### src/rtl/miss_reg_slave.sv
// ---------------------------------------------------------------------------
// miss_reg_slave
//   AXI-Lite register slave that records TLB-miss events and lets software
//   request a replay. The first miss while idle is captured (address, count)
//   and raises tlb_miss. Later misses only set an overflow flag. A write of
//   bit 8 to CTRL (byte lane 1 enabled) clears pending/overflow and pulses
//   replay_req for one cycle.
//
// Ports
//   clk, aresetn            clock, synchronous active-low reset
//   miss_valid, miss_vaddr  one-cycle miss event with its 48-bit address
//   tlb_miss                level: a captured miss is pending
//   replay_req              one-cycle pulse on a replay-clearing CTRL write
//   s00_axi_*               AXI-Lite slave (AW, W, B, AR, R channels)
//
// Register map (offset = addr[7:0])
//   0x00 CTRL        {63'd0, pending}             write bit 8 (lane 1) = replay
//   0x08 STATUS      {62'd0, overflow, pending}   read only
//   0x20 MISS_VADDR  {16'd0, vaddr[47:0]}         read only
//   0x28 MISS_COUNT  {32'd0, count[31:0]}         read only
// ---------------------------------------------------------------------------
module miss_reg_slave #(
  parameter int C_S00_AXI_ADDR_WIDTH = 64,
  parameter int C_S00_AXI_DATA_WIDTH = 64
) (
  input  logic                                clk,
  input  logic                                aresetn,
  input  logic                                miss_valid,
  input  logic [47:0]                         miss_vaddr,
  output logic                                tlb_miss,
  output logic                                replay_req,
  input  logic [C_S00_AXI_ADDR_WIDTH-1:0]     s00_axi_awaddr,
  input  logic [2:0]                          s00_axi_awprot,
  input  logic                                s00_axi_awvalid,
  output logic                                s00_axi_awready,
  input  logic [C_S00_AXI_DATA_WIDTH-1:0]     s00_axi_wdata,
  input  logic [C_S00_AXI_DATA_WIDTH/8-1:0]   s00_axi_wstrb,
  input  logic                                s00_axi_wvalid,
  output logic                                s00_axi_wready,
  output logic [1:0]                          s00_axi_bresp,
  output logic                                s00_axi_bvalid,
  input  logic                                s00_axi_bready,
  input  logic [C_S00_AXI_ADDR_WIDTH-1:0]     s00_axi_araddr,
  input  logic [2:0]                          s00_axi_arprot,
  input  logic                                s00_axi_arvalid,
  output logic                                s00_axi_arready,
  output logic [C_S00_AXI_DATA_WIDTH-1:0]     s00_axi_rdata,
  output logic [1:0]                          s00_axi_rresp,
  output logic                                s00_axi_rvalid,
  input  logic                                s00_axi_rready
);

  localparam logic [7:0] ADDR_CTRL   = 8'h00;
  localparam logic [7:0] ADDR_STATUS = 8'h08;
  localparam logic [7:0] ADDR_VADDR  = 8'h20;
  localparam logic [7:0] ADDR_COUNT  = 8'h28;
  localparam logic [1:0] RESP_OKAY   = 2'b00;
  localparam logic [1:0] RESP_SLVERR = 2'b10;

  typedef enum logic {WR_COLLECT, WR_RESP} wr_state_t;
  typedef enum logic {RD_ADDR, RD_DATA} rd_state_t;

  wr_state_t wr_state, wr_next;
  rd_state_t rd_state, rd_next;

  // Write-channel capture
  logic       aw_got, w_got;
  logic [7:0] wr_addr;
  logic       wr_strb1, wr_data8;

  // Miss bookkeeping
  logic        pending_q, overflow_q;
  logic [47:0] vaddr_q;
  logic [31:0] count_q;
  logic        pending_d, overflow_d;
  logic [47:0] vaddr_d;
  logic [31:0] count_d;

  // Handshakes and the effective write beat (latched value or same-cycle input)
  logic       aw_hs, w_hs, ar_hs;
  logic       wr_fire, wr_is_ctrl, do_clear;
  logic [7:0] eff_addr;
  logic       eff_strb1, eff_data8;

  logic [C_S00_AXI_DATA_WIDTH-1:0] rd_word;
  logic                            rd_err;

  assign tlb_miss = pending_q;

  assign aw_hs     = s00_axi_awvalid && s00_axi_awready;
  assign w_hs      = s00_axi_wvalid && s00_axi_wready;
  assign ar_hs     = s00_axi_arvalid && s00_axi_arready;
  assign eff_addr  = aw_got ? wr_addr  : s00_axi_awaddr[7:0];
  assign eff_strb1 = w_got  ? wr_strb1 : s00_axi_wstrb[1];
  assign eff_data8 = w_got  ? wr_data8 : s00_axi_wdata[8];

  // The write commits on the edge where both halves are (or become) present.
  assign wr_fire    = (wr_state == WR_COLLECT) && (aw_got || aw_hs) && (w_got || w_hs);
  assign wr_is_ctrl = (eff_addr == ADDR_CTRL);
  assign do_clear   = wr_fire && wr_is_ctrl && eff_strb1 && eff_data8;

  // Write FSM: next state and ready outputs. Readies are gated by aresetn so
  // they read 0 throughout reset and 1 as soon as it is released.
  always_comb begin
    // NOTE: every output of a combinational block gets a default first, otherwise paths that skip an assignment infer latches.
    wr_next         = wr_state;
    s00_axi_awready = 1'b0;
    s00_axi_wready  = 1'b0;
    case (wr_state)
      WR_COLLECT: begin
        s00_axi_awready = aresetn && !aw_got;
        s00_axi_wready  = aresetn && !w_got;
        if (wr_fire) wr_next = WR_RESP;
      end
      WR_RESP: begin
        if (s00_axi_bready) wr_next = WR_COLLECT;
      end
      default: wr_next = WR_COLLECT;
    endcase
  end

  always_ff @(posedge clk) begin
    // NOTE: sequential state uses non-blocking assignments so every register samples pre-edge values regardless of statement order.
    if (!aresetn) begin
      wr_state       <= WR_COLLECT;
      aw_got         <= 1'b0;
      w_got          <= 1'b0;
      wr_addr        <= '0;
      wr_strb1       <= 1'b0;
      wr_data8       <= 1'b0;
      s00_axi_bvalid <= 1'b0;
      s00_axi_bresp  <= RESP_OKAY;
    end else begin
      wr_state <= wr_next;
      if (wr_state == WR_COLLECT) begin
        if (aw_hs) begin
          aw_got  <= 1'b1;
          wr_addr <= s00_axi_awaddr[7:0];
        end
        if (w_hs) begin
          w_got    <= 1'b1;
          wr_strb1 <= s00_axi_wstrb[1];
          wr_data8 <= s00_axi_wdata[8];
        end
        if (wr_fire) begin
          s00_axi_bvalid <= 1'b1;
          s00_axi_bresp  <= wr_is_ctrl ? RESP_OKAY : RESP_SLVERR;
        end
      end else if (s00_axi_bready) begin
        s00_axi_bvalid <= 1'b0;
        aw_got         <= 1'b0;
        w_got          <= 1'b0;
      end
    end
  end

  // Miss state update: a replay clear is applied before a same-cycle miss.
  always_comb begin
    pending_d  = pending_q;
    overflow_d = overflow_q;
    vaddr_d    = vaddr_q;
    count_d    = count_q;
    if (do_clear) begin
      pending_d  = 1'b0;
      overflow_d = 1'b0;
    end
    if (miss_valid) begin
      if (!pending_d) begin
        vaddr_d   = miss_vaddr;
        pending_d = 1'b1;
        count_d   = count_q + 32'd1;
      end else begin
        overflow_d = 1'b1;
      end
    end
  end

  always_ff @(posedge clk) begin
    if (!aresetn) begin
      pending_q  <= 1'b0;
      overflow_q <= 1'b0;
      vaddr_q    <= '0;
      count_q    <= '0;
      replay_req <= 1'b0;
    end else begin
      pending_q  <= pending_d;
      overflow_q <= overflow_d;
      vaddr_q    <= vaddr_d;
      count_q    <= count_d;
      replay_req <= do_clear;
    end
  end

  // Read decode from the current register state.
  always_comb begin
    rd_word = '0;
    rd_err  = 1'b0;
    case (s00_axi_araddr[7:0])
      ADDR_CTRL:   rd_word[0]    = pending_q;
      ADDR_STATUS: rd_word[1:0]  = {overflow_q, pending_q};
      ADDR_VADDR:  rd_word[47:0] = vaddr_q;
      ADDR_COUNT:  rd_word[31:0] = count_q;
      default:     rd_err        = 1'b1;
    endcase
  end

  always_comb begin
    rd_next         = rd_state;
    s00_axi_arready = 1'b0;
    case (rd_state)
      RD_ADDR: begin
        s00_axi_arready = aresetn;
        if (ar_hs) rd_next = RD_DATA;
      end
      RD_DATA: begin
        if (s00_axi_rready) rd_next = RD_ADDR;
      end
      default: rd_next = RD_ADDR;
    endcase
  end

  always_ff @(posedge clk) begin
    if (!aresetn) begin
      rd_state       <= RD_ADDR;
      s00_axi_rvalid <= 1'b0;
      s00_axi_rdata  <= '0;
      s00_axi_rresp  <= RESP_OKAY;
    end else begin
      rd_state <= rd_next;
      if (ar_hs) begin
        s00_axi_rvalid <= 1'b1;
        s00_axi_rdata  <= rd_word;
        s00_axi_rresp  <= rd_err ? RESP_SLVERR : RESP_OKAY;
      end else if (rd_state == RD_DATA && s00_axi_rready) begin
        s00_axi_rvalid <= 1'b0;
      end
    end
  end

  // Address bits above the decode window, prot and the unused data/strobe
  // bits are deliberately ignored.
  logic unused_bits;
  assign unused_bits = ^{s00_axi_awaddr, s00_axi_araddr, s00_axi_awprot,
                         s00_axi_arprot, s00_axi_wdata, s00_axi_wstrb};

endmodule

### config.mk
export PLATFORM = sky130hd
export DESIGN_NAME = miss_reg_slave
export DESIGN_NICKNAME = d
export VERILOG_FILES = /design/src/rtl/miss_reg_slave.sv
export SDC_FILE = /design/constraint.sdc
export NUM_CORES = 1
export LEC_CHECK = 0
export CELL_PAD_IN_SITES_DETAIL_PLACEMENT = 1
export CELL_PAD_IN_SITES_GLOBAL_PLACEMENT = 1
export CORE_MARGIN = 1
export CORE_UTILIZATION = 23
export DETAILED_ROUTE_END_ITERATION = 10
export GPL_TIMING_DRIVEN = 1
export PLACE_DENSITY = 0.71
export REMOVE_ABC_BUFFERS = 1
export SETUP_SLACK_MARGIN = 0.02
export SLEW_MARGIN = 20
export SYNTH_ARGS = -nofsm -noshare
export SYNTH_HDL_FRONTEND = slang
export SYNTH_SLANG_ARGS = --single-unit
### constraint.sdc
create_clock -name clk -period 4.5 [get_ports clk]
set_input_delay 0.45 -clock clk [delete_from_list [all_inputs] [get_ports clk]]
set_output_delay 0.45 -clock clk [all_outputs]
set_load 0.005 [all_outputs]
==> results.py <==
metrics = {
    "sta": {
        "setup_viol": 0,
        "worstMarginPinSlew_ps": 868,
        "setup-tns-final_ps": 0,
        "max_freq_mhz": 357,
        "finalWorstPathRequiredPeriod_ps": 2800,
        "postLayoutSetupSlackWorst_ps": 1700,
        "relSlewSlack": 0.420,
        "hold_violations": 0,
        "rsz0062_at_grt": "no",
        "fin_hold_ws_ps": 455,
        "post-route-period-util": 0.623,
        "drv_slew": 0,
        "clock_skew_ps": 11.7,
    },
    "die": {
        "start_util": 0.235,
        "die_w_um": 165,
        "ios": 337,
        "coreArea_um2": 26100,
        "die_y_um": 165,
        "rows": 59,
        "die_area_um2": 27300,
    },
    "power_and_ir_drop": {
        "sequentialPowerShare": 0.431,
        "total_power_mw": 3.31,
        "p_switching_uw": 779,
        "p_comb_frac": 0.102,
        "vdd_drop_max_v": 0.000155,
        "powerDensity_nw_per_um2": 397,
        "intPower_mw": 2.53,
        "sw_frac_of_total": 0.236,
        "leakagePower_nw": 3.03,
        "clkPwrFrac": 0.467,
    },
    "yosys": {
        "synth_ff_type": "dfxtp_1",
        "yosys.area.top_type_share": 0.486,
        "ys_top_cells_by_area": "dfxtp_1 49%, mux2i_1 10%, nor2_1 6.1%, a221oi_1 4.3%, a21oi_1 3.8%",
        "synth_seq_cells": 149,
        "synth_area_um2": 6130,
        "ys_async_sr_fraction": 0,
        "synth_warnings": 0,
        "syn_inst": 646,
        "yosysSeqAreaShare": 0.486,
        "yosysUniqueCellTypes": 45,
        "synth_edf_count": 0,
        "yosysTopAreaCell": "dfxtp_1",
        "syn_area_per_cell_um2": 9.49,
    },
    "cells_and_area": {
        "postLayoutCellArea_um2": 8320,
        "final_util": 0.318,
        "drive_above_1_share": 0.0867,
        "final_cells": 1108,
        "seqCellArea_um2": 2980,
        "nets": 1024,
        "num-fill-cells": 3006,
        "insertedDiodeCount": 0,
        "syn2layout_area_growth_pct": 35.6,
        "multi_input_area_um2": 2850,
    },
    "detailed_routing": {
        "drt-total-wl_um": 17700,
        "first_pass_iters": 7,
        "vias": 5097,
        "drtAntennaViolNets": 0,
        "drt_iter0_markers": 243,
        "avgRoutedWirePerCell_um": 16.0,
        "viasPerCell": 4.60,
        "remaining_drc_errors": 16,
    },
    "placement": {
        "placedInstanceArea_um2": 7690,
        "place_congestion": 0.726,
        "dp_hpwl_um": 11700,
        "pre_cts_ws_ps": 1190,
        "dp.cells": 1077,
        "io_buffers": 130,
    },
    "job": {
        "maxCapViolCount": 0,
    },
    "clocking": {
        "cts.sinks": 149,
        "numCtsBuffers": 17,
        "cts_tree": "done",
        "clock_latency_ps": 420,
        "ctsResizeCount": 0,
        "clockRootBuffer": "clkbuf_16",
        "postCtsSetupRepairBufs": 0,
        "htree_levels": 4,
        "postCtsHoldBufs": 0,
        "clock_path_buffers": 2,
        "clk_pin_slew_worst_paths_ps": 70,
    },
    "grt": {
        "grt_pass1_vias": 5179,
        "grt_overflow": 0,
        "antenna_found_initial": 0,
        "track_usage": 0.135,
        "grt_first_pass_wirelength_um": 27900,
        "grt_start_max_net_pins": 58,
    },
    "setup_path": {
        "arrival_ps": 3100,
        "crit_type": "input pin to register",
        "endpoint_kind": "register",
        "required_ps": 4800,
        "crit_fanout": 11,
        "startpoint_type": "input pin",
    },
    "outcome": {
        "status": "finished with violations",
        "violations": "design-rule violations",
    },
    "hold_path": {
        "min_path_type": "register to register",
    },
}
[kinds of logic after synthesis]
kind of cell               after synthesis  synth area share
adders and majority gates                1           0.00204
buffers and inverters                   73            0.0630
other                                    1          0.000612
muxes                                   65             0.106
DFF                                    149             0.486
and+or+nand+nor                        208             0.149
AOI/OAI and AO/OA                      127             0.161
xor gates and xnor gates                22            0.0314
[cell usage in the layout, fill, tap and decap left out, types with 6 or more instances in the layout]
cell type / count
nand4_1: 7
a21oi_1: 46
buf_4: 15
nand3_1: 14
dfxtp_1: 149
clkdlybuf4s50_1: 129
inv_1: 6
a22o_1: 16
nor2_1: 99
clkbuf_16: 17
a211oi_1: 9
conb_1: 18
xnor2_1: 22
nand2_1: 53
nand2b_1: 6
mux2i_1: 64
a221oi_1: 30
[worst paths after layout]
kind	depth (start not counted)	startpoint	to	slack, ps
worst min register to register	2	s00_axi_rdata[26]$_SDFFE_PN0P_	s00_axi_rdata[26]$_SDFFE_PN0P_	460
worst max register to register	7	wr_addr[1]$_SDFFE_PN0P_	count_q[27]$_SDFFE_PN0P_	1820
worst max-delay path	8	s00_axi_awaddr[2]	count_q[27]$_SDFFE_PN0P_	1700
worst min-delay path	2	s00_axi_rdata[26]$_SDFFE_PN0P_	s00_axi_rdata[26]$_SDFFE_PN0P_	460
[routing by layer]
metal,GRT usage,vias up,part of all wire
met5,0,-,0
met2,0.226,114,0.47
li1,-,2470,-
met1,0.168,2496,0.46
met4,0.0567,0,0.020
met3,0.0275,17,0.046
[Yosys cell counts, drive strengths merged, types with 2 or more instances]
| master | n |
|---|---|
| and4 | 2 |
| a22oi | 2 |
| mux2i | 64 |
| nand3b | 4 |
| nor3b | 2 |
| a21oi | 48 |
| xnor2 | 22 |
| dfxtp | 149 |
| o21ai | 3 |
| nand4 | 7 |
| a22o | 16 |
| clkbuf | 35 |
| nor2b | 4 |
| nand2b | 6 |
| buf | 31 |
| nand3 | 14 |
| a221oi | 30 |
| nor2 | 100 |
| a21bo | 3 |
| nor4 | 2 |
| and2 | 3 |
| inv | 7 |
| and3 | 3 |
| nand2 | 54 |
| nor3 | 5 |
| a211oi | 9 |
| a2111oi | 12 |
[registers in the layout, indices dropped and copies added (netlist names), 8 cells and up]
signal         count
vaddr_q           48
s00_axi_rdata     48
count_q           32
wr_addr            8
[power groups by stage]
stage	clock network (mW)	logic (mW)	registers [mW]
final	1.54	0.336	1.42
after CTS	1.60	0.343	1.43
after global routing	1.66	0.373	1.43
after global placement	0	0.336	1.45
after floorplan	0	0.151	1.45
after detailed placement	0	0.341	1.45
[worst max-delay path, cell delays in order]
cell,delay [ps]
clkdlybuf4s50_1,440
nor4_1,320
nand3_1,210
a221o_1,580
buf_4,290
a2111oi_0,560
xnor2_1,180
nor2_1,50
[cell type report]
type                       instances  share of cell area
timing repair buffer             145               0.169
clock buffer                      19              0.0545
inverter                           7             0.00331
multi-input combinational        441               0.342
clock inverter                    12              0.0215
tap                              335              0.0504
sequential                       149               0.359
No activity file was read; power rests on OpenSTA's default activity.
